## src/rtl/lag_measure.sv

```systemverilog
// Display lag meter: times the interval from a video start trigger to the first
// debounced light edge seen by a photo-sensor, and keeps min/max/count statistics.
module lag_measure #(
    parameter int unsigned TICKS_PER_US = 27,
    parameter int unsigned DEBOUNCE     = 16,
    parameter int unsigned TIMEOUT_US   = 500000
) (
    input  logic        clock,
    input  logic        reset_n,
    input  logic        starttrigger,
    input  logic        sensor,
    input  logic        clear_stats,
    output logic        busy,
    output logic        lag_valid,
    output logic        timeout,
    output logic [19:0] lag_us,
    output logic [19:0] lag_min_us,
    output logic [19:0] lag_max_us,
    output logic [7:0]  sample_count,
    output logic        sensor_level
);

    localparam int unsigned LAG_W = 20;
    localparam int unsigned CNT_W = 8;
    localparam int unsigned PRE_W = 8;
    localparam int unsigned DEB_W = 8;

    localparam logic [PRE_W-1:0] PRE_LAST = PRE_W'(TICKS_PER_US - 1);
    localparam logic [DEB_W-1:0] DEB_LAST = DEB_W'(DEBOUNCE - 1);
    localparam logic [LAG_W-1:0] US_LIMIT = LAG_W'(TIMEOUT_US);
    localparam logic [LAG_W-1:0] LAG_ONES = {LAG_W{1'b1}};
    localparam logic [CNT_W-1:0] CNT_SAT  = {CNT_W{1'b1}};

    typedef enum logic [0:0] {
        IDLE    = 1'b0,
        MEASURE = 1'b1
    } state_e;

    // Sensor path registers
    logic             sync1_q, sync2_q;
    logic [DEB_W-1:0] deb_cnt_q, deb_cnt_d;
    logic             level_q, level_d;
    logic             level_prev_q;
    logic             edge_c;

    // Measurement FSM and counters
    state_e           state_q, state_d;
    logic [PRE_W-1:0] presc_q, presc_d;
    logic [LAG_W-1:0] us_q, us_d;
    logic             capture_c;

    // Registered outputs
    logic             busy_q, busy_d;
    logic             lag_valid_q, lag_valid_d;
    logic             timeout_q, timeout_d;
    logic [LAG_W-1:0] lag_q, lag_d;
    logic [LAG_W-1:0] min_q, min_d, min_base;
    logic [LAG_W-1:0] max_q, max_d, max_base;
    logic [CNT_W-1:0] cnt_q, cnt_d, cnt_base;

    // Two-flop synchronizer, debounce counter and previous level for edge detection
    always_ff @(posedge clock or negedge reset_n) begin
        if (!reset_n) begin
            sync1_q      <= 1'b0;
            sync2_q      <= 1'b0;
            deb_cnt_q    <= '0;
            level_q      <= 1'b0;
            level_prev_q <= 1'b0;
        end else begin
            sync1_q      <= sensor;
            sync2_q      <= sync1_q;
            deb_cnt_q    <= deb_cnt_d;
            level_q      <= level_d;
            level_prev_q <= level_q;
        end
    end

    // Accept the synchronized level once it has differed for DEBOUNCE consecutive cycles
    always_comb begin
        deb_cnt_d = '0;
        level_d   = level_q;
        if (sync2_q != level_q) begin
            if (deb_cnt_q == DEB_LAST) begin
                level_d = sync2_q;
            end else begin
                deb_cnt_d = deb_cnt_q + DEB_W'(1);
            end
        end
    end

    // Rising edge is visible in the first cycle sensor_level reads 1
    assign edge_c = level_q & ~level_prev_q;

    // State and counter registers
    always_ff @(posedge clock or negedge reset_n) begin
        if (!reset_n) begin
            state_q <= IDLE;
            presc_q <= '0;
            us_q    <= '0;
        end else begin
            state_q <= state_d;
            presc_q <= presc_d;
            us_q    <= us_d;
        end
    end

    // Next state: edge beats retrigger beats timeout; edge+trigger restarts after capturing
    always_comb begin
        state_d     = state_q;
        presc_d     = presc_q;
        us_d        = us_q;
        capture_c   = 1'b0;
        lag_valid_d = 1'b0;
        timeout_d   = 1'b0;
        lag_d       = lag_q;
        case (state_q)
            IDLE: begin
                if (starttrigger) begin
                    state_d = MEASURE;
                    presc_d = '0;
                    us_d    = '0;
                end
            end
            MEASURE: begin
                if (presc_q == PRE_LAST) begin
                    presc_d = '0;
                    if (us_q != US_LIMIT) begin
                        us_d = us_q + LAG_W'(1);
                    end
                end else begin
                    presc_d = presc_q + PRE_W'(1);
                end

                if (edge_c) begin
                    capture_c   = 1'b1;
                    lag_valid_d = 1'b1;
                    lag_d       = us_q;
                    if (starttrigger) begin
                        presc_d = '0;
                        us_d    = '0;
                    end else begin
                        state_d = IDLE;
                    end
                end else if (starttrigger) begin
                    presc_d = '0;
                    us_d    = '0;
                end else if (us_q == US_LIMIT) begin
                    timeout_d = 1'b1;
                    state_d   = IDLE;
                end
            end
            default: begin
                state_d = IDLE;
            end
        endcase
        busy_d = (state_d == MEASURE);
    end

    // Statistics: a coincident clear is applied before the capture is folded in
    always_comb begin
        min_base = clear_stats ? LAG_ONES : min_q;
        max_base = clear_stats ? '0 : max_q;
        cnt_base = clear_stats ? '0 : cnt_q;
        min_d    = min_base;
        max_d    = max_base;
        cnt_d    = cnt_base;
        if (capture_c) begin
            if (us_q < min_base) begin
                min_d = us_q;
            end
            if (us_q > max_base) begin
                max_d = us_q;
            end
            if (cnt_base != CNT_SAT) begin
                cnt_d = cnt_base + CNT_W'(1);
            end
        end
    end

    // Output and statistics registers
    always_ff @(posedge clock or negedge reset_n) begin
        if (!reset_n) begin
            busy_q      <= 1'b0;
            lag_valid_q <= 1'b0;
            timeout_q   <= 1'b0;
            lag_q       <= '0;
            min_q       <= LAG_ONES;
            max_q       <= '0;
            cnt_q       <= '0;
        end else begin
            busy_q      <= busy_d;
            lag_valid_q <= lag_valid_d;
            timeout_q   <= timeout_d;
            lag_q       <= lag_d;
            min_q       <= min_d;
            max_q       <= max_d;
            cnt_q       <= cnt_d;
        end
    end

    assign busy         = busy_q;
    assign lag_valid    = lag_valid_q;
    assign timeout      = timeout_q;
    assign lag_us       = lag_q;
    assign lag_min_us   = min_q;
    assign lag_max_us   = max_q;
    assign sample_count = cnt_q;
    assign sensor_level = level_q;

endmodule

```

## config.mk

```make
export PLATFORM = sky130hd
export DESIGN_NAME = lag_measure
export DESIGN_NICKNAME = d
export VERILOG_FILES = /design/src/rtl/lag_measure.sv
export SDC_FILE = /design/constraint.sdc
export NUM_CORES = 1
export LEC_CHECK = 0
export BUFFER_PORTS_ARGS = -buffer_cell sky130_fd_sc_hd__buf_4
export CAP_MARGIN = 15
export CORE_UTILIZATION = 35
export DETAILED_ROUTE_END_ITERATION = 10
export GPL_ROUTABILITY_DRIVEN = 0
export HOLD_SLACK_MARGIN = 0.03
export SLEW_MARGIN = 20
export SYNTH_ARGS = -nofsm -noshare
export SYNTH_HDL_FRONTEND = slang
export SYNTH_SLANG_ARGS = --single-unit
export TNS_END_PERCENT = 50
```

## constraint.sdc

```tcl
create_clock -name clock -period 7 [get_ports clock]
set_input_delay 1.4 -clock clock [delete_from_list [all_inputs] [get_ports clock]]
set_output_delay 1.4 -clock clock [all_outputs]
set_load 0.005 [all_outputs]
```

==> results_tabular.tex, run 1 <==
\begin{tabular}{lr}
\hline
Metric & Value \\
\hline
\multicolumn{2}{l}{\textbf{Status}} \\
\quad Run status & finished clean \\
\multicolumn{2}{l}{\textbf{Timing}} \\
\quad Count of pins over their slew limit & 0 \\
\quad Share of the clock period used by the worst path & between 60 and 70\% \\
\quad Setup-failing EPs final & 0 \\
\quad Pin slew with the least headroom to its limit & approximately 0.96 ns \\
\quad Maximum frequency from static timing analysis & roughly 210 MHz \\
\quad Post-route worst setup slack & about 2.3 ns \\
\quad Final hold viol count & 0 \\
\quad Final clock skew & 0.00838 ns \\
\quad Minimum clock period & about 4.7 ns \\
\quad Unrepaired setup endpoints after global routing & no \\
\quad Total negative slack for setup checks & 0 ns \\
\quad Relative slew slack & a little over a third \\
\multicolumn{2}{l}{\textbf{Clocking}} \\
\quad Cell at the root of the clock tree & clkbuf\_16 \\
\quad CTS HTree Levels & 3 \\
\quad Reg clk slew, reported paths & approximately 0.070 ns \\
\quad Clk\_lat worst skew & around 0.35 ns \\
\quad Buffers from clock root to sink, at most & 2 \\
\quad Gates resized, CTS repair & 0 \\
\quad TritonCTS clock tree & done \\
\quad Setup Fix Bufs, Post-CTS & 0 \\
\quad Number of buffers added to fix hold violations after cts & 0 \\
\quad CTS buffer count & 9 \\
\quad Sinks on Clock Net & roughly 110 \\
\multicolumn{2}{l}{\textbf{Yosys}} \\
\quad Count of different cell masters after synthesis & between 50 and 60 \\
\quad Syn Std Cell Area & between 5000 and 6000 um\^{}2 \\
\quad Main flop type after synthesis & dfrtp\_1 \\
\quad Sequential share of the synthesized area & between 40\% and 50\% \\
\quad Area fraction in and, or, nand and nor cells after synthesis & around 18\% \\
\quad Proportion of register bits with asynchronous set or reset after synthesis & 100\% \\
\quad Syn Inst Count & 552 \\
\quad Compound-cell area share of the yosys netlist & between 8 and 9\% \\
\quad Largest family of logic cells by synthesized area & simple AND/OR/NAND/NOR gates \\
\quad Flops \& latches, synth & about 110 \\
\quad Avg Synthesized Cell Area & roughly 10 um\^{}2 \\
\quad Syn\_nets & $\sim$600 \\
\quad Share of cell area taken by muxes after synthesis & under 10\% \\
\quad Adder and majority cell fraction of the synthesized area & 9.87\% \\
\quad Xor and xnor fraction of the mapped netlist area & approximately 4.8\% \\
\quad Number of flops mapped to enable cells by yosys & 0 \\
\quad Synth warnings & 0 \\
\multicolumn{2}{l}{\textbf{Run}} \\
\quad Maxcap violations & 0 \\
\multicolumn{2}{l}{\textbf{Detailed routing}} \\
\quad Via density per instance & approximately 5.0 \\
\quad First-iteration detailed-routing DRC count & 272 \\
\quad Total number of vias & 4274 \\
\quad Antenna viol nets, final & 0 \\
\quad Routed wire length & 14200 um \\
\quad Length of the first detailed-routing pass in iterations & 4 \\
\quad Number of remaining DRC errors & 0 \\
\quad Detailed-route wire length per cell & between 15 and 20 um \\
\multicolumn{2}{l}{\textbf{Layout}} \\
\quad Synthesis-to-finish area growth & 20.1\% \\
\quad Fillers & approximately 1600 \\
\quad Commonest cells after routing, fill and taps aside & 91 x dfrtp\_1, 80 x buf\_4, 67 x nand2\_1 \\
\quad Inserted Diodes & 0 \\
\quad Area of combinational cells with multiple inputs & around 2800 um\^{}2 \\
\quad Register area & approximately 2800 um\^{}2 \\
\quad Number of nets in the layout & about 680 \\
\quad Commonest non-fill, non-tap cell in the layout & dfrtp\_1 \\
\quad Post-layout instance area & between 6000 and 7000 um\^{}2 \\
\quad Post-route core utilization & about 43\% \\
\quad Fraction of final layout cells with drive strength greater than 1 & a little over a fifth \\
\multicolumn{2}{l}{\textbf{Worst setup path}} \\
\quad Critical path data required time & between 7 and 8 ns \\
\quad Worst r2r dst & lag\_min\_us[0] \\
\quad Worst Setup End Kind & register \\
\quad R2R Setup Slk & 3.65 ns \\
\quad Top fanout value on the critical path & 27 \\
\quad Worst-case reg-to-reg path depth & 8 \\
\quad Category of the critical setup timing path & input port to register \\
\quad Beginning of the worst register-to-register path & lag\_min\_us[19] \\
\quad Endpoint arrival time on the critical path & 4.98 ns \\
\quad Category of the worst setup path launch point & input port \\
\multicolumn{2}{l}{\textbf{Floorplanning}} \\
\quad Die extent in x & 130 um \\
\quad Starting density of the core & between 30 and 40\% \\
\quad Die footprint & 16800 um\^{}2 \\
\quad Area of the placeable core & 15900 um\^{}2 \\
\quad Number of standard-cell rows in the floorplan & 46 \\
\quad Height of the die & between 100 and 150 um \\
\quad Number of primary I/O pins & 77 \\
\multicolumn{2}{l}{\textbf{Power and ir drop}} \\
\quad Switching share of total power & $\sim$23\% \\
\quad Leakage component of the power & about 3.5 nW \\
\quad Pwr per Cell Area & roughly 180 nW/um\^{}2 \\
\quad Cell-internal power & between 0.9 and 1 mW \\
\quad Switching component of the power & between 0.2 and 0.3 mW \\
\quad Final total power & 1.23 mW \\
\quad Peak supply drop & between 0.0001 and 0.00015 V \\
\quad Combinational cell fraction of total power & $\sim$4.4\% \\
\quad Proportion of power drawn by the clock network & a little over two fifths \\
\quad Sequential cell fraction of total power & 53.0\% \\
\multicolumn{2}{l}{\textbf{Worst hold path}} \\
\quad Worst Hold Path Cells & 0 \\
\quad Startpoint of the most critical hold path & sync1\_q \\
\quad Hold/Removal Path Class & register to register \\
\quad Hold Path End & sync2\_q \\
\multicolumn{2}{l}{\textbf{Global route}} \\
\quad Number of global-route vias before repair & about 4400 \\
\quad Global-route usage over all layers & between 10\% and 20\% \\
\quad Remaining global-route overflow & 0 \\
\quad Pin count of the biggest net entering global routing & slightly below 80 \\
\quad Global-route wire length before repair & about 23000 um \\
\quad Antenna violations before repair & 0 \\
\multicolumn{2}{l}{\textbf{Placed design}} \\
\quad Pre-CTS worst setup slack & between 1.5 and 2 ns \\
\quad Placed instance area & roughly 6500 um\^{}2 \\
\quad \# port buffers & 76 \\
\quad Final HPWL DP & between 10000 and 15000 um \\
\hline
\end{tabular}
-- power groups by stage --
stage | Sequential, mW | Combinational [mW] | Clock, mW
floorplan | 0.664 | 0.0279 | 0
global placement | 0.666 | 0.0517 | 0
detailed placement | 0.666 | 0.0531 | 0
CTS | 0.654 | 0.0532 | 0.539
global route | 0.655 | 0.0620 | 0.564
finish | 0.654 | 0.0540 | 0.526
-- Yosys cell counts, types with 3 or more instances --
master,count,area (um^2)
nand3_1,25,125
and3_1,4,25.0
nor2_1,58,218
mux2_2,4,45.0
inv_1,27,101
mux2i_1,38,380
nand2_1,67,251
nor3_1,4,20.0
or3_1,3,18.8
clkbuf_1,11,41.3
ha_1,45,563
or2_2,3,18.8
nor4_1,6,37.5
nor2b_1,8,50.1
o21ai_0,36,180
a211oi_1,4,30.0
a21oi_1,16,80.1
a21o_1,6,45.0
nand4_1,10,62.6
dfstp_2,20,526
xnor2_1,24,210
dfrtp_1,91,2280
buf_2,3,15.0
xor2_1,7,61.3
-- state kept, by name, indices dropped and copies added (netlist names) --
register	count
lag_valid	1
lag_min_us	20
us_q	20
sample_count	8
deb_cnt_q	8
level_prev_q	1
busy	1
sync1_q	1
lag_us	20
sensor_level	1
timeout	1
lag_max_us	20
presc_q	8
sync2_q	1
-- through the flow --
step	hold slack [ns]	instances
2_1_floorplan	0.331	552
3_3_place_gp	0.338	833
3_5_place_dp	0.343	833
4_1_cts	0.360	849
5_1_grt	0.365	850
6_report	0.354	850
-- routing by layer --
| layer | share of wire (%) | track usage (%) |
|---|---|---|
| met5 | 0 | 0 |
| met4 | 1.9 | 5.95 |
| met3 | 4.2 | 3.47 |
| met2 | 49 | 29.9 |
| met1 | 45 | 23.5 |
-- worst max-delay path, cell delays in order --
cell and delay [ns]:
buf_4 0.21, inv_1 0.54, nand2_1 0.18, ha_1 0.33, nand4_1 0.13, or3_1 0.18, a211oi_1 0.06, or4b_1 0.56
o31ai_4 0.84, buf_4 0.32, mux2i_1 0.21
-- cell type report --
type                    instances  share of cell area (%)
inverters                      27                    1.48
clock buffers                  12                    3.60
multi-input cells             399                    40.1
well taps                     216                    3.94
flip-flops and latches        111                    40.9
repair buffers                 81                    9.17
clock inverters                 4                   0.785
-- cells by family (layout without fill, tap and decap cells) --
group / Yosys count / after routing
AO/OA/AOI/OAI: 75 / 75
XOR/XNOR: 31 / 31
adder cells (fa/ha/maj): 45 / 45
buffers and inverters: 42 / 124
flip-flops: 111 / 111
multiplexers: 42 / 42
AND/OR/NAND/NOR: 206 / 206
-- worst max-delay path by stage --
stage | startpoint | end | slack [ns] | cells after the start
floorplan | clear_stats | lag_max_us[0] | 2.90 | 12
detailed placement | clear_stats | lag_max_us[5] | 1.95 | 11
global placement | clear_stats | lag_max_us[4] | 2.13 | 11
global route | clear_stats | lag_max_us[5] | 2.04 | 11
CTS | clear_stats | lag_max_us[2] | 2.31 | 11
finish | clear_stats | lag_max_us[2] | 2.30 | 11
Note: power is estimated with default switching activity, not from simulation.
==> run 2: changes to the inputs <==
ABC_AREA = 1   (was not set)
clock period = 3.8 ns   (was 7 ns; I/O delays follow)
==> run 2 against run 1 <==
Compared with the run above: the run now ends with design-rule violations left; non-clock buffer count increased by 4; register-to-register slack got worse by 2.5 ns; wire length increased by 16%; largest cell class is now multi-input combinational cells.
==> results_tabular.tex, run 2 <==
\begin{tabular}{lr}
\hline
Metric & Value \\
\hline
\multicolumn{2}{l}{\textbf{Yosys}} \\
\quad Dominant cell type by area after synthesis & dfrtp\_1 \\
\quad Syn Std Cell Area & 6540 um\^{}2 (+15\%) \\
\quad Main flop type after synthesis & dfrtp\_1 \\
\quad Syn Inst Count & 870 (+58\%) \\
\quad Sequential share of the synthesized area & 42.9\% (-6.3 points) \\
\quad Proportion of netlist area held by the largest area contributor & 34.8\% (-5.1 points) \\
\quad Synth warnings & 0 (unchanged) \\
\quad Syn\_nets & 920 (+53\%) \\
\quad Number of flops mapped to enable cells by yosys & 0 (unchanged) \\
\quad Proportion of register bits with asynchronous set or reset after synthesis & 100\% (unchanged) \\
\quad Commonest cells in the netlist & 278 x nand2\_1, 96 x inv\_1, 91 x dfrtp\_1, 83 x nor2\_1, 59 x nand3\_1 \\
\quad Most common cell in the synthesized netlist & nand2\_1 \\
\quad Flops \& latches, synth & 111 (unchanged) \\
\quad Avg Synthesized Cell Area & 7.52 um\^{}2 (-27\%) \\
\quad Dominant cells by area after synthesis & dfrtp\_1 35\%, nand2\_1 16\%, ha\_1 8.6\% \\
\quad Count of different cell masters after synthesis & 34 (-35\%) \\
\multicolumn{2}{l}{\textbf{Global route}} \\
\quad Remaining global-route overflow & 0 (unchanged) \\
\quad Antenna violations before repair & 0 (unchanged) \\
\quad Pin count of the biggest net entering global routing & 73 (-6.4\%) \\
\quad Global-route wire length before repair & 27900 um (+20\%) \\
\quad Global-route usage over all layers & 18.1\% (+0.12 points) \\
\quad Number of global-route vias before repair & 5503 (+24\%) \\
\multicolumn{2}{l}{\textbf{Timing}} \\
\quad Pin slew with the least headroom to its limit & 0.970 ns (+0.0134 ns) \\
\quad Maximum frequency from static timing analysis & approximately 330 MHz \\
\quad Setup-failing EPs final & 0 (unchanged) \\
\quad Final clock skew & 0.0129 ns (+0.00449 ns) \\
\quad Total negative slack for setup checks & 0 ns (unchanged) \\
\quad Relative slew slack & 35.3\% (-0.89 points) \\
\quad Minimum clock period & between 3 and 4 ns \\
\quad Tightest hold margin & 0.354 ns (+0.0000250 ns) \\
\quad Share of the clock period used by the worst path & 79.6\% \\
\quad Final hold viol count & 0 (unchanged) \\
\quad Count of pins over their slew limit & 0 (unchanged) \\
\quad Unrepaired setup endpoints after global routing & no \\
\multicolumn{2}{l}{\textbf{Worst setup path}} \\
\quad Kind of cell adding the most delay to the critical path & simple AND/OR/NAND/NOR gates \\
\quad Critical path data required time & 4.05 ns (-3.22 ns) \\
\quad Category of the worst setup path launch point & input port \\
\quad Slowest Stage Delay on Critical Path & 0.52 ns (-0.32 ns) \\
\quad Top fanout value on the critical path & 26 (-3.7\%) \\
\quad Endpoint arrival time on the critical path & 3.28 ns (-1.70 ns) \\
\quad Cells along the critical path & buf\_4 > inv\_2 > nand2\_1 > ha\_1 > nand2\_1 > nor2\_1 > nand2\_1 > nor2\_1 > a31oi\_4 > nand2\_1 > buf\_4 > nand2\_1 > nand2\_1 \\
\quad Worst path slowest cell & a31oi\_4 \\
\quad Category of the critical setup timing path & input port to register \\
\quad Worst Setup End Kind & register \\
\quad R2R Setup Slk & 1.12 ns (-2.53 ns) \\
\quad Most frequent cell on the critical path & nand2\_1 \\
\quad Worst-case reg-to-reg path depth & 9 (+1) \\
\quad Worst path bufs/invs & 3 (unchanged) \\
\quad Worst r2r dst & us\_q[12] \\
\quad Beginning of the worst register-to-register path & us\_q[0] \\
\multicolumn{2}{l}{\textbf{Worst hold path}} \\
\quad Worst Hold Path Cells & 0 (unchanged) \\
\quad Hold/Removal Path Class & register to register \\
\quad Startpoint of the most critical hold path & sync1\_q \\
\quad Hold Path End & sync2\_q \\
\multicolumn{2}{l}{\textbf{Floorplanning}} \\
\quad Number of primary I/O pins & 77 (unchanged) \\
\quad Number of standard-cell rows in the floorplan & 49 (+6.5\%) \\
\quad Area of the placeable core & 18100 um\^{}2 (+14\%) \\
\quad Height of the die & 139 um (+7.0\%) \\
\quad Die footprint & 19200 um\^{}2 (+14\%) \\
\quad Die extent in x & 139 um (+7.0\%) \\
\quad Starting density of the core & 36.0\% (+0.12 points) \\
\multicolumn{2}{l}{\textbf{Clocking}} \\
\quad Reg clk slew, reported paths & 0.08 ns (about the same) \\
\quad Sinks on Clock Net & 111 (unchanged) \\
\quad Cell at the root of the clock tree & clkbuf\_16 \\
\quad Gates resized, CTS repair & 0 (unchanged) \\
\quad Clk\_lat worst skew & 0.36 ns (about the same) \\
\quad TritonCTS clock tree & done \\
\quad Buffers from clock root to sink, at most & 2 (unchanged) \\
\quad CTS buffer count & 9 (unchanged) \\
\quad CTS HTree Levels & 3 (unchanged) \\
\quad Setup Fix Bufs, Post-CTS & 0 (unchanged) \\
\quad Number of buffers added to fix hold violations after cts & 0 (unchanged) \\
\multicolumn{2}{l}{\textbf{Layout}} \\
\quad Inserted Diodes & 0 (unchanged) \\
\quad Synthesis-to-finish area growth & 15.5\% \\
\quad Commonest non-fill, non-tap cell in the layout & nand2\_1 \\
\quad Commonest cells after routing, fill and taps aside & 278 x nand2\_1, 96 x inv\_1, 91 x dfrtp\_1 \\
\quad Fraction of final layout cells with drive strength greater than 1 & 14.7\% (-6.1 points) \\
\quad Post-route core utilization & 41.6\% (-1.5 points) \\
\quad Number of nets in the layout & 976 (+44\%) \\
\multicolumn{2}{l}{\textbf{Status}} \\
\quad Run status & finished, violations left \\
\quad Violated checks & design-rule violations \\
\multicolumn{2}{l}{\textbf{Detailed routing}} \\
\quad Routed wire length & 16400 um (+16\%) \\
\quad First-iteration detailed-routing DRC count & 354 (+30\%) \\
\quad Length of the first detailed-routing pass in iterations & 7 (+3) \\
\quad Detailed-route wire length per cell & 14.2 um (-15\%) \\
\quad Number of remaining DRC errors & 9 (+9) \\
\quad Via density per instance & 4.87 (-3.2\%) \\
\quad Total number of vias & 5647 (+32\%) \\
\quad Antenna viol nets, final & 0 (unchanged) \\
\multicolumn{2}{l}{\textbf{Placed design}} \\
\quad Final HPWL DP & 12000 um (+16\%) \\
\quad \# port buffers & 76 (unchanged) \\
\multicolumn{2}{l}{\textbf{Power and ir drop}} \\
\quad Peak supply drop & 0.000241 V (+97\%) \\
\quad Leakage component of the power & 3.83 nW (+11\%) \\
\quad Pwr per Cell Area & 301 nW/um\^{}2 (+67\%) \\
\multicolumn{2}{l}{\textbf{Run}} \\
\quad Maxcap violations & 0 (unchanged) \\
\hline
\end{tabular}
-- run 2: cell count changes in the layout (fill, tap and decap cells not counted), sizes merged, moves of 14 or more --
cell	before	now
nand2	68	279
inv	28	107
mux2i	38	0
nand3	25	60
nand4	10	40
nor2	58	86
xnor2	24	2
o21ai	36	50
-- run 2: layout make-up --
type | count | area, um^2
Inverter | 102 | 383
Sequential cell | 111 | 2800
Clock buffer | 9 | 225
Timing Repair Buffer | 85 | 651
Fill cell | 1865 | 10600
Tap cell | 229 | 287
Multi-Input combinational cell | 617 | 3150
Clock inverter | 7 | 60.1
-- run 2: cell families (layout without fill, tap and decap cells) --
logic type,Yosys count,count (layout),share of synthesized area [%]
adder cells (fa/ha/maj),45,45,8.61
buffers and inverters,142,203,9.03
AND/OR/NAND/NOR,486,486,31.9
flip-flops,111,111,42.9
XOR/XNOR,11,11,1.47
AO/OA/AOI/OAI,75,75,6.16
-- run 2: worst max-delay path by stage --
stage                            from        endpoint  slack, ns  cells past startpoint
final                     clear_stats  lag_max_us[10]       0.77                     13
after global routing      clear_stats  lag_max_us[17]       0.57                     13
after CTS                 clear_stats  lag_max_us[10]       0.78                     13
after detailed placement  clear_stats  lag_max_us[14]       0.39                     13
after global placement    clear_stats  lag_max_us[12]       0.50                     13
after floorplan           clear_stats   lag_max_us[0]       1.10                     15
-- run 2: layer usage --
layer | GRT usage (%) | part of all wire [%] | up-vias
met5 | 0 | 0 | -
met4 | 4.50 | 1.2 | 0
met3 | 2.80 | 5.0 | 15
met2 | 28.9 | 44 | 126
met1 | 25.7 | 49 | 2608
li1 | - | - | 2898
-- run 2: where the power goes --
| part | total (mW) | internal [mW] | switching [mW] |
|---|---|---|---|
| logic | 0.127 | 0.0326 | 0.0939 |
| clock network | 0.944 | 0.459 | 0.485 |
| registers | 1.21 | 1.19 | 0.0148 |
| total | 2.28 | 1.68 | 0.593 |
-- run 2: stage by stage --
step                      setup WS [ns]  std cells  power (mW)  cell area [um^2]
final                             0.774       1160        2.28              7550
after global routing              0.573       1160        2.37              7550
after CTS                         0.781       1160        2.31              7550
after detailed placement          0.393       1144        1.36              7270
after global placement            0.500       1144        1.36              7270
after floorplan                    1.10        870        1.30              6540
==> run 3: changes to the inputs <==
clock period = 2.7 ns   (was 3.8 ns; I/O delays follow)
==> run 3 against run 2 <==
Compared with the run above: the flow still finishes with violations (design-rule violations); critical path type unchanged; worst setup slack lost 0.31 ns; worst hold slack got worse by 0.30 ns; combinational power increased by 56%; clock power rose by 54%; largest power group unchanged; via count grew 1.2%; highest routed layer unchanged; die area did not move; cell area increased by 2.0%; cell count up 1.2%.
==> results_tabular.tex, run 3 (same netlist as run 2, synthesis figures left out) <==
\begin{tabular}{lr}
\hline
Metric & Value \\
\hline
\multicolumn{2}{l}{\textbf{Layout}} \\
\quad Number of nets in the layout & 990 (+1.4\%) \\
\quad Fillers & 1859 (-0.32\%) \\
\quad Fraction of final layout cells with drive strength greater than 1 & 15.9\% (+1.2 points) \\
\quad Inserted Diodes & 0 (unchanged) \\
\quad Commonest cells after routing, fill and taps aside & 278 x nand2\_1, 97 x buf\_4, 96 x inv\_1 \\
\quad Synthesis-to-finish area growth & 17.9\% \\
\quad Post-layout instance area & 7710 um\^{}2 (+2.0\%) \\
\quad Commonest non-fill, non-tap cell in the layout & nand2\_1 \\
\multicolumn{2}{l}{\textbf{Global route}} \\
\quad Antenna violations before repair & 0 (unchanged) \\
\quad Global-route wire length before repair & 27300 um (-2.1\%) \\
\quad Remaining global-route overflow & 0 (unchanged) \\
\quad Global-route usage over all layers & 17.7\% (-0.43 points) \\
\quad Pin count of the biggest net entering global routing & 66 (-9.6\%) \\
\quad Number of global-route vias before repair & 5259 (-4.4\%) \\
\multicolumn{2}{l}{\textbf{Clocking}} \\
\quad Clk\_lat worst skew & 0.36 ns (about the same) \\
\quad Reg clk slew, reported paths & 0.08 ns (about the same) \\
\quad CTS buffer count & 9 (unchanged) \\
\quad Buffers from clock root to sink, at most & 2 (unchanged) \\
\quad Sinks on Clock Net & 111 (unchanged) \\
\quad TritonCTS clock tree & done \\
\quad Number of buffers added to fix hold violations after cts & 0 (unchanged) \\
\quad Setup Fix Bufs, Post-CTS & 0 (unchanged) \\
\quad Gates resized, CTS repair & 0 (unchanged) \\
\quad CTS HTree Levels & 3 (unchanged) \\
\quad Cell at the root of the clock tree & clkbuf\_16 \\
\multicolumn{2}{l}{\textbf{Floorplanning}} \\
\quad Number of standard-cell rows in the floorplan & 49 (unchanged) \\
\quad Die extent in x & 139 um (unchanged) \\
\quad Number of primary I/O pins & 77 (unchanged) \\
\quad Height of the die & 139 um (unchanged) \\
\quad Starting density of the core & 36.0\% (unchanged) \\
\quad Area of the placeable core & 18100 um\^{}2 (unchanged) \\
\quad Die footprint & 19200 um\^{}2 (unchanged) \\
\multicolumn{2}{l}{\textbf{Run}} \\
\quad Maxcap violations & 0 (unchanged) \\
\multicolumn{2}{l}{\textbf{Timing}} \\
\quad Pin slew with the least headroom to its limit & 0.489 ns (-0.482 ns) \\
\quad Minimum clock period & $\sim$2.2 ns \\
\quad Setup-failing EPs final & 0 (unchanged) \\
\quad Tightest hold margin & 0.0508 ns (-0.303 ns) \\
\quad Maximum frequency from static timing analysis & 448 MHz \\
\quad Unrepaired setup endpoints after global routing & no \\
\quad Total negative slack for setup checks & 0 ns (unchanged) \\
\quad Relative slew slack & 67.4\% (+32 points) \\
\quad Final hold viol count & 0 (unchanged) \\
\quad Count of pins over their slew limit & 0 (unchanged) \\
\quad Share of the clock period used by the worst path & between 80\% and 90\% \\
\quad Final clock skew & 0.00938 ns (-0.00350 ns) \\
\multicolumn{2}{l}{\textbf{Placed design}} \\
\quad Final HPWL DP & 12200 um (+1.5\%) \\
\quad Placed instance area & 7390 um\^{}2 (+1.6\%) \\
\quad \# port buffers & 76 (unchanged) \\
\multicolumn{2}{l}{\textbf{Worst setup path}} \\
\quad Category of the worst setup path launch point & input port \\
\quad Critical path data required time & 2.95 ns (-1.10 ns) \\
\quad Category of the critical setup timing path & input port to register \\
\quad Endpoint arrival time on the critical path & 2.48 ns (-0.80 ns) \\
\quad Worst Setup End Kind & register \\
\quad Top fanout value on the critical path & 20 (-23\%) \\
\quad R2R Setup Slk & 0.55 ns (-0.57 ns) \\
\quad Beginning of the worst register-to-register path & us\_q[15] \\
\quad Worst r2r dst & lag\_max\_us[18] \\
\quad Worst-case reg-to-reg path depth & 11 (+2) \\
\quad Capture point of the worst path & lag\_max\_us[18] \\
\quad Launching element of the worst setup path & clear\_stats \\
\multicolumn{2}{l}{\textbf{Detailed routing}} \\
\quad Antenna viol nets, final & 0 (unchanged) \\
\quad First-iteration detailed-routing DRC count & 340 (-4.0\%) \\
\quad Via density per instance & 4.87 (about the same) \\
\quad Total number of vias & 5713 (+1.2\%) \\
\quad Number of remaining DRC errors & 5 (-4) \\
\quad Detailed-route wire length per cell & 13.9 um (-2.0\%) \\
\quad Routed wire length & 16300 um (-0.80\%) \\
\quad Length of the first detailed-routing pass in iterations & 11 (+4) \\
\multicolumn{2}{l}{\textbf{Worst hold path}} \\
\quad Hold/Removal Path Class & input port to asynchronous set/reset pin \\
\multicolumn{2}{l}{\textbf{Power and ir drop}} \\
\quad Peak supply drop & 0.000280 V (+16\%) \\
\quad Leakage component of the power & 3.92 nW (+2.3\%) \\
\quad Final total power & 3.35 mW (+47\%) \\
\quad Pwr per Cell Area & 434 nW/um\^{}2 (+44\%) \\
\multicolumn{2}{l}{\textbf{Status}} \\
\quad Run status & finished, violations left \\
\quad Violated checks & design-rule violations \\
\hline
\end{tabular}
[run 3: worst min path at each step]
stage                     startpoint              end  slack (ns)
final                        reset_n  sample_count[5]        0.05
after global routing         reset_n  sample_count[5]        0.06
after CTS                    reset_n  sample_count[5]        0.05
after detailed placement     sync1_q          sync2_q        0.34
after global placement       sync1_q          sync2_q        0.34
after floorplan              reset_n             busy        0.24
[run 3: report_power, final]
| part | internal (mW) | switching, mW |
|---|---|---|
| Combinational | 0.0602 | 0.138 |
| Clock | 0.821 | 0.633 |
| Sequential | 1.68 | 0.0162 |
[run 3: cell type report]
type	count	area [um^2]	share of cell area (%)
Inverter	102	383	4.97
Clock inverter	6	92.6	1.20
Clock buffer	10	229	2.97
Sequential cell	111	2800	36.4
Timing Repair Buffer	99	768	9.97
Multi-Input combinational cell	617	3150	40.8
Tap cell	229	287	3.72
[run 3: per-stage QoR]
step | utilization (%) | std cells | worst slack, ns
2_1_floorplan | - | 870 | 0.224
3_3_place_gp | 40.7 | 1158 | 0.212
3_5_place_dp | 40.7 | 1158 | 0.0666
4_1_cts | 42.5 | 1174 | 0.454
5_1_grt | 42.5 | 1174 | 0.290
6_report | 42.5 | 1174 | 0.466
[run 3: worst max-delay path, stage by stage]
cell	delay [ns]
buf_4	0.12
inv_2	0.23
nand2_1	0.12
ha_1	0.31
nand2_1	0.06
nor2_1	0.15
nand2_1	0.10
nor2_1	0.23
nand2_1	0.09
nand3_1	0.13
nand2_1	0.10
buf_12	0.17
nand2_1	0.06
nand2_1	0.05
[run 3: metal layers]
layer | global-route usage [%] | up-vias | part of all wire [%]
met2 | 26.3 | 152 | 43
met5 | 0 | - | 0
met3 | 3.59 | 15 | 5.2
li1 | - | 2937 | -
met4 | 4.74 | 0 | 1.3
met1 | 25.9 | 2609 | 50
